--- src/rtl/prime_test_pkg.sv ---
// Shared types and constants for the prime test responder: FSM states and the
// starting divisor/square used once the trivial cases have been ruled out.
package prime_test_pkg;

  typedef enum logic [2:0] {
    IDLE,
    CHECK,
    LOOP_TEST,
    MOD_START,
    MOD_WAIT,
    DONE
  } state_e;

  localparam int unsigned D_INIT  = 3;
  localparam int unsigned SQ_INIT = 9;

endpackage

--- src/rtl/prime_test_unit_urem.sv ---
// Restoring unsigned remainder unit, one quotient bit per cycle; done pulses
// exactly WIDTH cycles after start with the final remainder on rem.
module seq_urem #(
  parameter int WIDTH = 32
) (
  input  logic             clk,
  input  logic             reset,
  input  logic             start,
  input  logic [WIDTH-1:0] dividend,
  input  logic [WIDTH-1:0] divisor,
  output logic [WIDTH-1:0] rem,
  output logic             done
);

  localparam int CW = $clog2(WIDTH + 1);

  logic [WIDTH-1:0] rem_q, rem_d;
  logic [WIDTH-1:0] dvd_q, dvd_d;
  logic [WIDTH-1:0] dvs_q, dvs_d;
  logic [CW-1:0]    cnt_q, cnt_d;
  logic             busy_q, busy_d;
  logic             done_q, done_d;

  // The partial remainder stays below the divisor, so after the conditional
  // subtract it always fits back into WIDTH bits.
  function automatic logic [WIDTH-1:0] urem_step(input logic [WIDTH-1:0] r,
                                                 input logic             b,
                                                 input logic [WIDTH-1:0] dv);
    logic [WIDTH:0] p;
    p = {r, b};
    if (p >= {1'b0, dv}) p = p - {1'b0, dv};
    return p[WIDTH-1:0];
  endfunction

  always_comb begin
    rem_d  = rem_q;
    dvd_d  = dvd_q;
    dvs_d  = dvs_q;
    cnt_d  = cnt_q;
    busy_d = busy_q;
    done_d = 1'b0;
    // The first bit is consumed on the start edge so done lands on cycle WIDTH.
    if (start) begin
      rem_d  = urem_step('0, dividend[WIDTH-1], divisor);
      dvd_d  = dividend << 1;
      dvs_d  = divisor;
      cnt_d  = CW'(WIDTH - 1);
      busy_d = 1'b1;
    end else if (busy_q) begin
      rem_d = urem_step(rem_q, dvd_q[WIDTH-1], dvs_q);
      dvd_d = dvd_q << 1;
      cnt_d = cnt_q - 1'b1;
      if (cnt_q == CW'(1)) begin
        busy_d = 1'b0;
        done_d = 1'b1;
      end
    end
  end

  always_ff @(posedge clk) begin
    if (reset) begin
      rem_q  <= '0;
      dvd_q  <= '0;
      dvs_q  <= '0;
      cnt_q  <= '0;
      busy_q <= 1'b0;
      done_q <= 1'b0;
    end else begin
      rem_q  <= rem_d;
      dvd_q  <= dvd_d;
      dvs_q  <= dvs_d;
      cnt_q  <= cnt_d;
      busy_q <= busy_d;
      done_q <= done_d;
    end
  end

  assign rem  = rem_q;
  assign done = done_q;

endmodule

--- src/rtl/prime_test_unit.sv ---
// Primality-test callee for the req/busy/return handshake, trial dividing by
// odd d while d*d <= n, plus a writable counter of prime results.
module prime_test_unit
  import prime_test_pkg::*;
#(
  parameter int WIDTH = 32
) (
  input  logic             clk,
  input  logic             reset,
  input  logic [WIDTH-1:0] test_n,
  input  logic             test_req,
  output logic             test_busy,
  output logic             test_return,
  input  logic [31:0]      found_in,
  input  logic             found_we,
  output logic [31:0]      found_out
);

  localparam int W2 = 2 * WIDTH;

  state_e           state_q, state_d;
  logic [WIDTH-1:0] n_q, n_d;
  logic [WIDTH-1:0] d_q, d_d;
  logic [W2-1:0]    sq_q, sq_d;
  logic             result_q, result_d;
  logic             busy_q, busy_d;
  logic             ret_q, ret_d;
  logic [31:0]      found_q, found_d;

  logic             urem_start;
  logic [WIDTH-1:0] urem_rem;
  logic             urem_done;

  assign urem_start = (state_q == MOD_START);

  seq_urem #(.WIDTH(WIDTH)) u_urem (
    .clk      (clk),
    .reset    (reset),
    .start    (urem_start),
    .dividend (n_q),
    .divisor  (d_q),
    .rem      (urem_rem),
    .done     (urem_done)
  );

  always_comb begin
    state_d  = state_q;
    n_d      = n_q;
    d_d      = d_q;
    sq_d     = sq_q;
    result_d = result_q;
    busy_d   = busy_q;
    ret_d    = ret_q;
    found_d  = found_q;
    unique case (state_q)
      IDLE: begin
        if (test_req) begin
          n_d     = test_n;
          busy_d  = 1'b1;
          state_d = CHECK;
        end
      end
      CHECK: begin
        state_d = DONE;
        if (n_q < WIDTH'(2)) begin
          result_d = 1'b0;
        end else if (n_q == WIDTH'(2) || n_q == WIDTH'(3)) begin
          result_d = 1'b1;
        end else if (!n_q[0]) begin
          result_d = 1'b0;
        end else begin
          d_d     = WIDTH'(D_INIT);
          sq_d    = W2'(SQ_INIT);
          state_d = LOOP_TEST;
        end
      end
      LOOP_TEST: begin
        if (sq_q > {{WIDTH{1'b0}}, n_q}) begin
          result_d = 1'b1;
          state_d  = DONE;
        end else begin
          state_d = MOD_START;
        end
      end
      MOD_START: state_d = MOD_WAIT;
      MOD_WAIT: begin
        // (d+2)^2 = d^2 + 4d + 4, so the square tracks d without a multiplier.
        if (urem_done) begin
          if (urem_rem == '0) begin
            result_d = 1'b0;
            state_d  = DONE;
          end else begin
            d_d     = d_q + WIDTH'(2);
            sq_d    = sq_q + ({{WIDTH{1'b0}}, d_q} << 2) + W2'(4);
            state_d = LOOP_TEST;
          end
        end
      end
      DONE: begin
        ret_d   = result_q;
        busy_d  = 1'b0;
        state_d = IDLE;
        if (result_q) found_d = found_q + 32'd1;
      end
      default: state_d = IDLE;
    endcase
    if (found_we) found_d = found_in;
  end

  always_ff @(posedge clk) begin
    if (reset) begin
      state_q  <= IDLE;
      n_q      <= '0;
      d_q      <= '0;
      sq_q     <= '0;
      result_q <= 1'b0;
      busy_q   <= 1'b0;
      ret_q    <= 1'b0;
      found_q  <= '0;
    end else begin
      state_q  <= state_d;
      n_q      <= n_d;
      d_q      <= d_d;
      sq_q     <= sq_d;
      result_q <= result_d;
      busy_q   <= busy_d;
      ret_q    <= ret_d;
      found_q  <= found_d;
    end
  end

  assign test_busy   = busy_q;
  assign test_return = ret_q;
  assign found_out   = found_q;

endmodule

--- config.mk ---
export PLATFORM = sky130hd
export DESIGN_NAME = prime_test_unit
export DESIGN_NICKNAME = d
export VERILOG_FILES = /design/src/rtl/prime_test_pkg.sv /design/src/rtl/prime_test_unit_urem.sv /design/src/rtl/prime_test_unit.sv
export SDC_FILE = /design/constraint.sdc
export NUM_CORES = 1
export LEC_CHECK = 0
export ABC_AREA = 1
export CORE_MARGIN = 4
export CORE_UTILIZATION = 25
export CTS_CLUSTER_DIAMETER = 60
export DETAILED_ROUTE_END_ITERATION = 6
export HOLD_SLACK_MARGIN = 0.03
export PLACE_DENSITY = 0.41
export SYNTH_ARGS = -nofsm -noshare
export SYNTH_HDL_FRONTEND = slang
export SYNTH_HIERARCHICAL = 1
export SYNTH_SLANG_ARGS = --single-unit
--- constraint.sdc ---
create_clock -name clk -period 3.7 [get_ports clk]
set_input_delay 0.555 -clock clk [delete_from_list [all_inputs] [get_ports clk]]
set_output_delay 0.555 -clock clk [all_outputs]
set_load 0.03 [all_outputs]
==> out/metrics.cfg, run 1 <==
[place]
place_area_um2 = 21700
routabilityCongestion = 0.878
post-dp-hpwl_um = 58000
preCtsSetupSlack_ns = 0.469
numPortBuffers = 101

[yosys]
synth_fp_nets = 3372
syn_inst = 3169
ys_types = 48
ys_seq_area_frac = 0.276
yosys_warnings = 6
synthTopCellsByCount = nand2_1, inv_1, nor2_1, dfxtp_1, a21oi_1
synth_edf_count = 0
ys.flop_type = dfxtp_1
synth.avg_cell_area_um2 = 6.14
synth_top_cell_area_share = 0.276
ys_top_cells_by_area = dfxtp_1, nand2_1, ha_1
yosys.area.top_type = dfxtp_1
yosysMostFrequentCell = nand2_1
synth-async-reset-ratio = 0
ys_seq_elements = 268
syn_area_um2 = 19500

[power_and_ir_drop]
leakage_nw = 10.4
max-vdd-ir-drop_mv = 1.14
powerDensity_nw_per_um2 = 663

[floorplanning]
die_area_um2 = 82400
die_h_um = 287
io_pins = 102
rows = 102
start_util = 0.252
fp.coreArea_um2 = 77300
die_w_um = 287

[sta]
timing.fmax_mhz = 308
tns_ns = 0
worst-slew-pin-transition_ns = 0.967
layout_setup_ws_ns = 0.456
final_hold_viol_count = 0
final.min_clock_period_ns = 3.24
drv_slew = 0
clock_skew_ns = 0.0257
fin_crit_sh = 0.877
rsz0062_at_grt = no
setup_viol = 0
slew_headroom = 0.351

[critical_path]
r2r-start = d_q[1]
critical_path.max_fanout = 9
crit_buf_inv = 2
max_stage_delay_ns = 0.44
crit_top_cell = nand2_1
startpoint_type = flip-flop
crit_chain = ha_1, ha_1, inv_1, fa_1, inv_1, nand2_1, o21ai_1, nand2_1, nand3_1, nand2_1, nand2_1, a21oi_1, nor2_2, nand3_1, nand2_1, nor2_1
end_kind = flip-flop
r2r_cells = 16
cp.depth = 16
critPathRequiredTime_ns = 4.18
cp-endpoint = sq_q[59]
arrival_ns = 3.73
startpoint = d_q[1]
crit_type = flip-flop to flip-flop
ff2ff_setup_slack_ns = 0.46
slowest_stage = fa_1
reg2reg_to = sq_q[59]
crit_family = simple AND/OR/NAND/NOR gates

[route]
drc = 0
avgViaCountPerCell = 4.57
ant_nets = 0
drt-initial-drc-count = 1375
dr_total_vias = 19793
wl_per_cell_um = 17.2
firstDrtPassIters = 5
wirelength_um = 74400

[clock_tree]
cts_tree = done
cts-htree-levels = 2
cts_hold_buffers = 0
cts_root_buf = clkbuf_16
cts.reportedPaths.clkPinSlew_ns = 0.06
cts_buffers = 44
cts.path.max_buffers = 3
postCtsSetupBuffers = 0
clock_latency_ns = 0.60
clock-sinks = 268
post_cts_resize_count = 0

[global_route]
grt_pass1_wl_um = 115000
overflow = 0
track_usage = 0.177
grt_pass1_vias = 19070
antenna_found_initial = 1
grt_max_degree = 62

[min_path]
worstHoldStart = u_urem/dvd_q[1]
hp-class = flip-flop to flip-flop

[layout]
syn_to_final_growth_pct = 19.0
diodes = 0
final_nets = 3463
drive_gt1_frac = 0.0522
final_area_um2 = 23200

[status]
status = finished, final reports clean

[run]
cap_violations = 0

## worst min path at each step
stage | end | cells past startpoint
5_1_grt | u_urem/dvd_q[1] | 2
2_1_floorplan | u_urem/dvs_q[31] | 2
4_1_cts | u_urem/dvd_q[1] | 2
6_report | u_urem/dvd_q[1] | 2
3_3_place_gp | u_urem/dvs_q[28] | 2
3_5_place_dp | u_urem/dvd_q[1] | 2
## registers in the layout (all words and copies together) (netlist names)
signal,flops
sq_q,63
d_q,32
found_out,32
n_q,32
u_urem/dvs_q,32
u_urem/rem,32
u_urem/dvd_q,31
u_urem/cnt_q,6
state_q,3
result_q,1
test_busy,1
test_return,1
u_urem/busy_q,1
u_urem/done,1
## report_power, final
part	internal, W	switching [W]
registers	0.00312	0.000226
clock network	0.00258	0.00171
logic	0.00238	0.00533
## per-layer routing
layer / wire, um / part of all wire / GRT usage / vias up
met5: 13 / 0.00017 / 0 / -
met4: 2220 / 0.030 / 0.0536 / 2
met3: 2500 / 0.034 / 0.0217 / 104
met2: 32700 / 0.44 / 0.283 / 319
met1: 37000 / 0.50 / 0.248 / 9000
li1: - / - / - / 10368
## cell type report
cell class / count / area, um2
Sequential cell: 268 / 5370
Fill cell: 8735 / 54200
Multi-Input combinational cell: 2350 / 11900
Inverter: 456 / 1710
Clock inverter: 26 / 325
Timing Repair Buffer: 140 / 1340
Clock buffer: 53 / 1170
Tap cell: 1040 / 1300
## cell usage in the layout, fill, tap and decap left out, types with 17 or more instances in the layout
cell / n
clkbuf_16: 44
inv_1: 439
nor3_1: 70
o21ai_0: 156
xor2_1: 35
nand3_1: 165
o221ai_1: 17
nand3b_1: 47
a21oi_1: 258
ha_1: 133
xnor2_1: 30
clkdlybuf4s50_1: 100
buf_4: 37
nand4_1: 43
dfxtp_1: 268
a31oi_1: 18
nor2_1: 347
nand2_1: 925
## worst min-delay path: cells and delay by family (launching register included)
kind | cells | cell delay (ns)
AO/OA/AOI/OAI | 1 | 0.05
flip-flops | 1 | 0.30
AND/OR/NAND/NOR | 1 | 0.06
## metrics by stage
stage / instances / utilization / power [W] / hold slack [ns]
global route: 4333 / 0.300 / 0.0166 / 0.479
detailed placement: 4254 / 0.280 / 0.0112 / 0.457
floorplan: 3169 / - / 0.00920 / 0.433
CTS: 4333 / 0.300 / 0.0156 / 0.465
finish: 4333 / 0.300 / 0.0153 / 0.465
global placement: 4254 / 0.280 / 0.0112 / 0.453
## cells by family (layout without fill, tap and decap cells)
| family | after synthesis | after routing | synth area share |
|---|---|---|---|
| compound gates | 485 | 485 | 0.133 |
| xor+xnor | 65 | 65 | 0.0293 |
| fa+ha+maj | 135 | 135 | 0.0876 |
| buf+inv | 551 | 675 | 0.111 |
| flops | 268 | 268 | 0.276 |
| simple gates | 1665 | 1665 | 0.364 |
No activity file was read; power rests on OpenSTA's default activity.
==> run 2: changes to the inputs <==
--- a/config.mk
+++ b/config.mk
@@ -7,4 +7,5 @@
 export LEC_CHECK = 0
 export ABC_AREA = 1
+export CAP_MARGIN = 20
 export CORE_MARGIN = 4
 export CORE_UTILIZATION = 25
==> constraint.sdc (replaced) <==
create_clock -name clk -period 3.7 [get_ports clk]
set_input_delay 0.37 -clock clk [delete_from_list [all_inputs] [get_ports clk]]
set_output_delay 0.37 -clock clk [all_outputs]
set_load 0.03 [all_outputs]
==> run 2 against run 1 <==
First-iteration DRC count shrank 8.3%. Design area is essentially flat. Worst hold slack lost 0.33 ns. Sequential cell count is the same. Total power shrank 0.39%. Register-to-register slack is essentially flat. Maximum frequency is essentially flat. Utilization is essentially flat. Combinational power grew 0.5%. Critical path depth is the same.
==> out/metrics.cfg, run 2 (synthesis results as in run 1) <==
[sta]
final_hold_viol_count = 0
fin_crit_sh = 0.877
final.min_clock_period_ns = 3.25
setup_viol = 0
timing.fmax_mhz = 308
tns_ns = 0
slew_headroom = 0.325
drv_slew = 0
clock_skew_ns = 0.0169
rsz0062_at_grt = no
worst-slew-pin-transition_ns = 1.01
worst_hold_slack_ns = 0.133

[critical_path]
end_kind = flip-flop
startpoint_type = flip-flop
startpoint = d_q[1]
crit_type = flip-flop to flip-flop
critical_path.max_fanout = 9
critPathRequiredTime_ns = 4.18
arrival_ns = 3.73
ff2ff_setup_slack_ns = 0.45
reg2reg_to = sq_q[43]
cp.depth = 16
crit_chain = ha_1, ha_1, inv_1, fa_1, inv_1, nand2_1, o21ai_1, nand2_1, nand3_1, nand2_1, nand2_1, a21oi_1, nor2_2, nand3_1, nand2_1, nor2_1
slowest_stage = fa_1
r2r_cells = 16
max_stage_delay_ns = 0.43
crit_buf_inv = 2
r2r-start = d_q[1]
crit_top_cell = nand2_1
crit_family = simple AND/OR/NAND/NOR gates

[clock_tree]
postCtsSetupBuffers = 0
cts_buffers = 44
cts.path.max_buffers = 3
cts.reportedPaths.clkPinSlew_ns = 0.06
clock_latency_ns = 0.60
cts-htree-levels = 2
clock-sinks = 268
cts_hold_buffers = 0
post_cts_resize_count = 0
cts_tree = done
cts_root_buf = clkbuf_16

[global_route]
overflow = 0
grt_max_degree = 75
antenna_found_initial = 0
track_usage = 0.178
grt_pass1_wl_um = 116000
grt_pass1_vias = 19249

[route]
drc = 0
ant_nets = 0
firstDrtPassIters = 5
wl_per_cell_um = 17.1
avgViaCountPerCell = 4.56
wirelength_um = 74200
dr_total_vias = 19775
drt-initial-drc-count = 1261

[layout]
num-fill-cells = 8740
largest_reg_flops = 63
multi_input_area_um2 = 11900
regMostFlops = sq_q
final_area_um2 = 23100
diodes = 0
drive_gt1_frac = 0.0516
final_cell_mix = nand2_1, inv_1, nor2_1, dfxtp_1, a21oi_1
seq_area_um2 = 5370
final_nets = 3464
stdcell_count = 4332
mostFrequentLayoutCell = nand2_1
syn_to_final_growth_pct = 18.9

[place]
routabilityCongestion = 0.884
post-dp-hpwl_um = 57800
place_inst = 4255
numPortBuffers = 101
place_area_um2 = 21700

[floorplanning]
die_area_um2 = 82400
start_util = 0.252
rows = 102
die_w_um = 287
fp.coreArea_um2 = 77300
io_pins = 102
die_h_um = 287

[min_path]
worstHoldEndpoint = found_out[7]
worstHoldStart = reset
hp-class = primary input to flip-flop
hold-path-cell-count = 2

[power_and_ir_drop]
max-vdd-ir-drop_mv = 1.18
design_power_total_w = 0.0153
leakage_nw = 10.4
powerDensity_nw_per_um2 = 661

[status]
status = finished, final reports clean

[run]
cap_violations = 0

run 2: worst register-to-register path, cell delays in order, from the launching register on:
cell,delay [ns]
dfxtp_1,0.41
ha_1,0.34
ha_1,0.27
inv_1,0.09
fa_1,0.43
inv_1,0.09
nand2_1,0.09
o21ai_1,0.27
nand2_1,0.08
nand3_1,0.15
nand2_1,0.08
nand2_1,0.15
a21oi_1,0.16
nor2_2,0.28
nand3_1,0.12
nand2_1,0.07
nor2_1,0.05
run 2: area by class of cell:
type,instances,share of cell area
well taps,1040,0.0562
flip-flops and latches,268,0.232
clock inverters,19,0.0103
inverters,456,0.0740
repair buffers,141,0.0582
multi-input cells,2350,0.516
clock buffers,58,0.0533
run 2: metrics by stage:
stage	util	setup slack (ns)
after floorplan	-	1.16
after global placement	0.280	0.518
after detailed placement	0.280	0.500
after CTS	0.299	0.456
after global routing	0.299	0.0947
final	0.299	0.454
run 2: worst max path at each step:
stage                     to  slack (ns)
floorplan           sq_q[43]        1.16
global placement    sq_q[43]        0.52
detailed placement  sq_q[43]        0.50
CTS                 sq_q[43]        0.46
global route        sq_q[51]        0.09
finish              sq_q[43]        0.45
run 2: metal layers:
layer  up-vias  routed length, um  track usage
li1      10355                  -            -
met1      9087              37100        0.250
met2       251              33300        0.293
met3        82               2210       0.0198
met4         0               1540       0.0435
met5         -                  0            0
run 2: where the power goes:
part           switching [W]  total [W]  internal, W
registers           0.000223    0.00334      0.00312
logic                0.00532    0.00775      0.00243
clock network        0.00168    0.00420      0.00252
